`src/rtl/instruction_fetcher_if.sv`:
```
// Program-memory read channel between the instruction fetcher (master) and the
// program-memory controller (slave): valid/address request, ready/data response.
interface instruction_fetcher_if #(
    parameter int ADDR_BITS = 8,
    parameter int DATA_BITS = 16
) ();
    logic                 mem_read_valid;
    logic [ADDR_BITS-1:0] mem_read_address;
    logic                 mem_read_ready;
    logic [DATA_BITS-1:0] mem_read_data;

    modport master (
        output mem_read_valid,
        output mem_read_address,
        input  mem_read_ready,
        input  mem_read_data
    );

    modport slave (
        input  mem_read_valid,
        input  mem_read_address,
        output mem_read_ready,
        output mem_read_data
    );
endinterface

```
`src/rtl/instruction_fetcher.sv`:
```
// Per-core instruction fetch stage with a direct-mapped, one-instruction-per-line
// cache in front of the program-memory read channel. Hit/miss counters saturate.
module instruction_fetcher #(
    parameter int PROGRAM_MEM_ADDR_BITS = 8,
    parameter int PROGRAM_MEM_DATA_BITS = 16,
    parameter int CACHE_LINES           = 8
) (
    input  logic                             clk,
    input  logic                             reset,
    input  logic [2:0]                       core_state,
    input  logic [PROGRAM_MEM_ADDR_BITS-1:0] current_pc,
    input  logic                             flush,
    instruction_fetcher_if.master            mem,
    output logic [2:0]                       fetcher_state,
    output logic [PROGRAM_MEM_DATA_BITS-1:0] instruction,
    output logic [15:0]                      hit_count,
    output logic [15:0]                      miss_count
);
    localparam int IDX_BITS = $clog2(CACHE_LINES);
    localparam int TAG_BITS = PROGRAM_MEM_ADDR_BITS - IDX_BITS;

    typedef enum logic [2:0] {
        CORE_IDLE    = 3'd0,
        CORE_FETCH   = 3'd1,
        CORE_DECODE  = 3'd2,
        CORE_REQUEST = 3'd3,
        CORE_WAIT    = 3'd4,
        CORE_EXECUTE = 3'd5,
        CORE_UPDATE  = 3'd6,
        CORE_DONE    = 3'd7
    } core_state_t;

    typedef enum logic [2:0] {
        S_IDLE     = 3'd0,
        S_FETCHING = 3'd1,
        S_FETCHED  = 3'd2
    } fetch_state_t;

    fetch_state_t state;

    logic [CACHE_LINES-1:0]           line_valid;
    logic [TAG_BITS-1:0]              tag_mem  [CACHE_LINES];
    logic [PROGRAM_MEM_DATA_BITS-1:0] data_mem [CACHE_LINES];

    logic [IDX_BITS-1:0] lookup_idx;
    logic [TAG_BITS-1:0] lookup_tag;
    logic [IDX_BITS-1:0] fill_idx;
    logic [TAG_BITS-1:0] fill_tag;
    logic                lookup_hit;
    logic                fill_en;

    assign lookup_idx = current_pc[IDX_BITS-1:0];
    assign lookup_tag = current_pc[PROGRAM_MEM_ADDR_BITS-1:IDX_BITS];
    assign lookup_hit = line_valid[lookup_idx] && (tag_mem[lookup_idx] == lookup_tag);

    // The fill uses the registered request address, not current_pc.
    assign fill_idx = mem.mem_read_address[IDX_BITS-1:0];
    assign fill_tag = mem.mem_read_address[PROGRAM_MEM_ADDR_BITS-1:IDX_BITS];
    assign fill_en  = !reset && (state == S_FETCHING) && mem.mem_read_ready && !flush;

    assign fetcher_state = state;

    // NOTE: tag/data storage has no reset; the valid bits alone decide whether
    // an entry is usable, which keeps the arrays mappable onto plain RAM.
    always_ff @(posedge clk) begin
        if (fill_en) begin
            tag_mem[fill_idx]  <= fill_tag;
            data_mem[fill_idx] <= mem.mem_read_data;
        end
    end

    always_ff @(posedge clk) begin
        if (reset) begin
            state                <= S_IDLE;
            line_valid           <= '0;
            mem.mem_read_valid   <= 1'b0;
            mem.mem_read_address <= '0;
            instruction          <= '0;
            hit_count            <= '0;
            miss_count           <= '0;
        end else begin
            case (state)
                S_IDLE: begin
                    if (core_state == CORE_FETCH) begin
                        if (lookup_hit) begin
                            instruction <= data_mem[lookup_idx];
                            state       <= S_FETCHED;
                            if (hit_count != 16'hFFFF) hit_count <= hit_count + 16'd1;
                        end else begin
                            mem.mem_read_valid   <= 1'b1;
                            mem.mem_read_address <= current_pc;
                            state                <= S_FETCHING;
                            if (miss_count != 16'hFFFF) miss_count <= miss_count + 16'd1;
                        end
                    end
                end
                S_FETCHING: begin
                    if (mem.mem_read_ready) begin
                        instruction        <= mem.mem_read_data;
                        mem.mem_read_valid <= 1'b0;
                        state              <= S_FETCHED;
                        if (!flush) line_valid[fill_idx] <= 1'b1;
                    end
                end
                S_FETCHED: begin
                    if (core_state == CORE_DECODE) state <= S_IDLE;
                end
                default: state <= S_IDLE;
            endcase

            // Flush wins over a same-edge fill; a same-edge lookup already used old contents.
            if (flush) line_valid <= '0;
        end
    end
endmodule

```
`src/flat_wrapper.sv`:
```
// flat-port wrapper written by rule: the top's interface ports become plain ports
module instruction_fetcher_flat 
#(
    parameter int PROGRAM_MEM_ADDR_BITS = 8,
    parameter int PROGRAM_MEM_DATA_BITS = 16,
    parameter int CACHE_LINES           = 8
)
  (clk, reset, core_state, current_pc, flush, fetcher_state, instruction, hit_count, miss_count, mem_mem_read_valid, mem_mem_read_address, mem_mem_read_ready, mem_mem_read_data);
  instruction_fetcher_if #(.ADDR_BITS((8)), .DATA_BITS((16))) mem_i ();
  input  logic clk;
  input  logic reset;
  input  logic [2:0] core_state;
  input  logic [PROGRAM_MEM_ADDR_BITS-1:0] current_pc;
  input  logic flush;
  output logic [2:0] fetcher_state;
  output logic [PROGRAM_MEM_DATA_BITS-1:0] instruction;
  output logic [15:0] hit_count;
  output logic [15:0] miss_count;
  output wire logic [$bits(mem_i.mem_read_valid)-1:0] mem_mem_read_valid;
  output wire logic [$bits(mem_i.mem_read_address)-1:0] mem_mem_read_address;
  input wire logic [$bits(mem_i.mem_read_ready)-1:0] mem_mem_read_ready;
  input wire logic [$bits(mem_i.mem_read_data)-1:0] mem_mem_read_data;
  assign mem_mem_read_valid = mem_i.mem_read_valid;
  assign mem_mem_read_address = mem_i.mem_read_address;
  assign mem_i.mem_read_ready = mem_mem_read_ready;
  assign mem_i.mem_read_data = mem_mem_read_data;
  instruction_fetcher #(.PROGRAM_MEM_ADDR_BITS(PROGRAM_MEM_ADDR_BITS), .PROGRAM_MEM_DATA_BITS(PROGRAM_MEM_DATA_BITS), .CACHE_LINES(CACHE_LINES)) u_core (.clk(clk), .reset(reset), .core_state(core_state), .current_pc(current_pc), .flush(flush), .mem(mem_i), .fetcher_state(fetcher_state), .instruction(instruction), .hit_count(hit_count), .miss_count(miss_count));
endmodule
```
`config.mk`:
```
export PLATFORM = sky130hd
export DESIGN_NAME = instruction_fetcher_flat
export DESIGN_NICKNAME = d
export VERILOG_FILES = /design/src/rtl/instruction_fetcher_if.sv /design/src/rtl/instruction_fetcher.sv /design/src/flat_wrapper.sv
export SDC_FILE = /design/constraint.sdc
export NUM_CORES = 1
export LEC_CHECK = 0
export BUFFER_PORTS_ARGS = -buffer_cell sky130_fd_sc_hd__buf_2
export CAP_MARGIN = 20
export CORE_MARGIN = 5
export CORE_UTILIZATION = 50
export DETAILED_ROUTE_END_ITERATION = 8
export PLACE_DENSITY_LB_ADDON = 0.25
export SYNTH_ARGS = -nofsm -noshare
export SYNTH_HDL_FRONTEND = slang
export SYNTH_SLANG_ARGS = --single-unit
```
`constraint.sdc`:
```
create_clock -name clk -period 4 [get_ports clk]
set_input_delay 1 -clock clk [delete_from_list [all_inputs] [get_ports clk]]
set_output_delay 1 -clock clk [all_outputs]
set_load 0.02 [all_outputs]
```
### After elaboration in Yosys (flattened, before gate mapping)

Memories as Yosys holds them, arrays and structs flattened.
Cells that the tools add are included.

* bits in registers: 68
* input bits: 31
* bits in latches: 0
* memories kept: 2
* memory bits (writable): 168
* bits in read-only memories: 0
* output and inout bits: 60

Memory list
* u_core.data_mem: words 8, width 16, rd ports 1, clocked after Yosys merged registers in 0, write ports 1, line instruction_fetcher.sv:43 `logic [PROGRAM_MEM_DATA_BITS-1:0] data_mem [CACHE_LINES];`
* u_core.tag_mem: words 8, width 5, rd ports 1, clocked after Yosys merged registers in 0, write ports 1, line instruction_fetcher.sv:42 `logic [TAG_BITS-1:0] tag_mem [CACHE_LINES];`

* bitwise logic cells: 2
* shift-type cells: 0
* multiply operators: 0
* equality and inequality tests: 12
* order comparisons: 3
* muxes and demuxes: 19
* divide/modulo/power cells: 0
* reductions and logical operators: 17
* add/subtract/negate cells: 2

Operators with widths (number)
* 16-bit two-way mux: 3
* 16-bit by 1-bit adder with 16-bit output (second input constant): 2
* 16-bit inequality test (second input constant): 2
* 16-bit one-hot mux with 2 select lines: 1
* 4-bit AND reduction: 4
* 3-bit two-way mux: 3
* 3-bit one-hot mux with 3 select lines: 1
* 3-bit by 4-bit less-than comparator with 1-bit output (second input constant): 2
* 8-bit bitwise OR: 1
* 1-bit two-way mux: 7
* 3-bit by 1-bit equality test with 1-bit output (second input constant): 2
* 3-bit by 2-bit equality test with 1-bit output (second input constant): 2
* 2-bit by 1-bit inequality test with 1-bit output (second input constant): 3
* 3-bit AND reduction: 2
* 5-bit equality test: 1
* 1-bit logical AND: 5
* 2-bit inequality test (second input constant): 2
* 1-bit binary-select mux with 3-bit select: 1
* 1-bit demux with 3-bit select: 1
* 3-bit by 1-bit >= comparator with 1-bit output (second input constant): 1
* 3-bit logical NOT: 1
* 1-bit logical NOT: 2
* 2-bit two-way mux: 1
* 1-bit one-hot mux with 2 select lines: 1
* other kinds (4): 4

### Logic depth before layout (Yosys ltp)

* depth after elaboration: 6
* mapped depth: 11
* mapped depth without buffers: 7

### Least setup slack after synthesis

OpenSTA, ideal clock, no wires.

* kind: input port to flip-flop
* start point: in current_pc[0]
* end point: reg u_core.hit_count[5]
* buffers on the path: 3
* required time: 3879 ps
* stages on the path: 9
* arrival time: 3451 ps
* path slack: 427 ps
* cells stage by stage: buf_4 buf_4 mux4_2 xor2_1 nand2_1 or3_1 buf_2 or4_4 mux2_4

* longest elaborated chain between the ends: 4

Ends and longest elaborated chain
* start: declaration: line flat_wrapper.sv:13 `input logic [PROGRAM_MEM_ADDR_BITS-1:0] current_pc;`
* memory 8 x 5 bit or 1-bit binary-select mux with 3-bit select (tied branches)
* 5-bit equality test or 1-bit two-way mux (tied branches): line instruction_fetcher.sv:54 `assign lookup_hit = line_valid[lookup_idx] && (tag_mem[lookup_idx] == lookup_tag);`
* 1-bit logical AND (*): line instruction_fetcher.sv:54
* 4-bit AND reduction (no line) (*)
* end signal: assignment: line instruction_fetcher.sv:88 `if (hit_count != 16'hFFFF) hit_count <= hit_count + 16'd1;`
* end: declaration: line instruction_fetcher.sv:16 `output logic [15:0] hit_count,`

Mark *: on every way between the ends. The rest lies on a longest branch, timed or not. The select of a mux whose other input is x is not followed.
A chain may end at the register's enable or synchronous reset.

### Worst setup path after layout

* start point: in current_pc[2]
* end point: reg u_core.miss_count[6]

* longest elaborated chain between the ends: 5

Ends and longest elaborated chain
* memory 8 x 5 bit or 1-bit binary-select mux with 3-bit select (tied branches)
* 5-bit equality test or 1-bit two-way mux (tied branches): line instruction_fetcher.sv:54
* 1-bit logical AND (*): line instruction_fetcher.sv:54
* 1-bit inverter (no line) (*)
* 4-bit AND reduction (no line) (*)
* end signal: assignment: line instruction_fetcher.sv:93 `if (miss_count != 16'hFFFF) miss_count <= miss_count + 16'd1;`
* end: declaration: line instruction_fetcher.sv:17 `output logic [15:0] miss_count`

Marked as above.

==> summary.txt <==
Run status
  • Status: completed

Power and ir drop
  • Combinational share of power: 0.044
  • Leak Pwr: 0.004231 uW
  • Power Density: 464.6 nW/um^2
  • Peak VDD IR: 316.9 uV
  • Clock share of power: 0.462
  • Sequential fraction of design power: 0.494
  • Power Total: approximately 5300 uW
  • Int Pwr: 4224 uW
  • Switching part of the total: 0.2035
  • Switching Power: 1079 uW

Yosys
  • Seq cells post-synth: 235
  • Syn nets: 689
  • Post-Syn Area per Cell: ~15 sq um
  • Yosys top cell by area: edfxtp_1
  • Distinct cells, synth: 47
  • Register area share after synthesis: 0.6612
  • Post-synthesis instance total: 656
  • Synth cell count leaders: 168 x edfxtp_1, 67 x dfxtp_1, 57 x nor2_1
  • EDFF count, synth: 168
  • Top-area cell type share of the netlist area: 0.5223
  • Synth area leaders: edfxtp_1 52%, dfxtp_1 14%, mux4_2 9.1%
  • Asr flop ratio synth: 0
  • Netlist Area Pre-Place: 9658 sq um
  • Most frequent cell after synthesis: edfxtp_1
  • Yosys Warn Count: 0
  • Top FF cell, synth: edfxtp_1

Global route
  • Grt met1 use: 0.2630
  • Vias in the first global route: 6109
  • Gr ovfl total: 0
  • GRT Max-Usage Layer: met2
  • Met3 GRT Util: 0.03434
  • Total track usage: 0.1943
  • First-pass GRT wire length: 33780 um
  • Pin count of the biggest net entering global routing: 66
  • Initial antenna violation count: 0
  • GRT met2 Usage: 0.3252

Floorplan
  • Core Rows: 50
  • Die width: about 150 um
  • Io pins: about 90
  • Die H: 149.0 um
  • Core footprint: about 19000 sq um
  • Initial cell density of the core: 0.5112
  • Die area: 22200 sq um

Detailed routing
  • Initial DRT Pass Iterations: 5
  • DRT antenna net count: 0
  • DR iter-0 viols: 511
  • DRC errors left: 0
  • Final Routed Wirelength: 21320 um
  • Via count: roughly 5.9k
  • Vias per Instance: 5.634
  • Routed WL per cell: 20.50 um

Final layout
  • Final std cells w/o fill: about 1.0k
  • Layout Nets: ~790
  • Syn-to-layout area delta: 18.19%
  • Final Cell Area: 11410 sq um
  • Share of cells above drive strength 1: 0.2978
  • Fillers: 1472

Run
  • Max_cap viols: 0

Setup path
  • Reg2reg end: u_core.hit_count[8]
  • Critical setup path kind: in2reg
  • CP Max Fanout: 24
  • WP data required: 4420 ps
  • Crit path launch type: input port
  • Crit path DAT: 3770 ps
  • FF-to-FF path depth: 8
  • Worst flop-to-flop path startpoint: u_core.tag_mem[7][1]
  • R2R setup slack: 1200 ps
  • Endpoint type of the worst setup path: register

Min path
  • Hold Path Origin: u_core.line_valid[6]
  • Worst min path class: reg2reg
  • WHS Endpoint: u_core.line_valid[6]
  • Hold path depth: 1

Timing
  • Worst Max-Slew Pin Slew: 638.0 ps
  • Worst relative slew slack: 0.5746
  • RSZ-0062 raised after global routing: false
  • Final period utilization: 0.8380
  • Number of setup violations in the final report: 0
  • Max Freq: 298.3 MHz
  • WHS: 454.7 ps
  • Minimum clock period: 3352 ps
  • Max Transition Viols Final: 0
  • Setup TNS: 0 ps
  • Hold Vio Cnt, Final: 0
  • Final clock skew: 7.778 ps

Place
  • Routability Congestion: 0.8167
  • DP Area: 10520 sq um
  • Hpwl dp: 13250 um
  • PortBufs: 89
  • Dpl cells: 992

CTS
  • CTS tree: done
  • H-tree depth: 1
  • Clk_lat worst skew: around 530 ps
  • Clock Sink Count: about 240
  • Reg clk slew, reported paths: 60 ps
  • CTS-repair resized insts: 0
  • Setup repair bufs after CTS: 0
  • Hold buffers post-CTS: 0
  • Clk root buf: clkbuf_16
  • CTS Buf Count: 26
  • Clock Path Buffers: 3
## cell families after synthesis
kind of cell,share of synthesized area
flops,0.6612
simple gates,0.1047
mux,0.1693
compound gates,0.03563
buf+inv,0.01891
xor+xnor,0.007254
fa+ha+maj,0.002591
other cells,0.0003883
## worst max path at each step
| stage | from | end | slack, ps |
|---|---|---|---|
| after CTS | current_pc[2] | u_core.miss_count[10] | 650 |
| after global routing | current_pc[0] | u_core.miss_count[6] | 510 |
| after floorplan | current_pc[0] | u_core.hit_count[5] | 430 |
| after global placement | current_pc[2] | u_core.miss_count[0] | 250 |
| after detailed placement | current_pc[2] | u_core.miss_count[6] | 120 |
| final | current_pc[2] | u_core.miss_count[6] | 650 |
## metrics by stage
step	setup WS, ps	utilization
finish	648.2	0.6042
global route	513.5	0.6040
CTS	653.5	0.6040
detailed placement	116.3	0.5566
global placement	250.6	0.5566
floorplan	427.4	-
## registers in the layout, indices dropped and copies added (netlist names)
| name | count |
|---|---|
| u_core.mem.mem_read_address | 8 |
| u_core.data_mem | 128 |
| u_core.instruction | 16 |
| u_core.mem.mem_read_valid | 1 |
| u_core.hit_count | 16 |
| u_core.miss_count | 16 |
| u_core.tag_mem | 40 |
| u_core.fetcher_state | 2 |
| u_core.line_valid | 8 |
## layer usage
metal,wire length [um],up-vias,share of wire
met1,9118,2935,0.43
met5,0,-,0
met3,1162,31,0.055
li1,-,2720,-
met4,359,0,0.017
met2,10680,173,0.50
## power groups by stage
stage | Sequential [uW] | Clock, uW | Combinational (uW)
floorplan | 2680 | 0 | 140
global placement | 2670 | 0 | 225
detailed placement | 2670 | 0 | 233
CTS | 2620 | 2500 | 234
global route | 2620 | 2620 | 254
finish | 2620 | 2450 | 231
## critical path, cell delays in order
cell	delay, ps
buf_2	280
buf_4	440
nor3b_2	110
or4_1	520
o2111ai_1	160
buf_4	210
nor3_2	50
buf_4	210
nor4b_1	390
mux2_2	380
## cell type report
type	count	area, sq um	area share
sequential	235	6386	0.5595
timing repair buffer	114	658.1	0.05766
tap	260	325.3	0.02850
multi-input combinational	380	3136	0.2747
clock buffer	34	720.7	0.06314
clock inverter	13	175.2	0.01535
antenna	1	2.502	0.0002192
inverter	3	11.26	0.0009865
## placed cells by master (no fill, tap or decap), types with 26 or more instances in the layout
cell,instances
buf_2,89
clkbuf_16,26
dfxtp_1,67
edfxtp_1,168
mux2i_1,46
mux4_2,39
nand2_1,32
nor2_1,50
o21ai_0,26
Power figures use the tool's default switching activity.
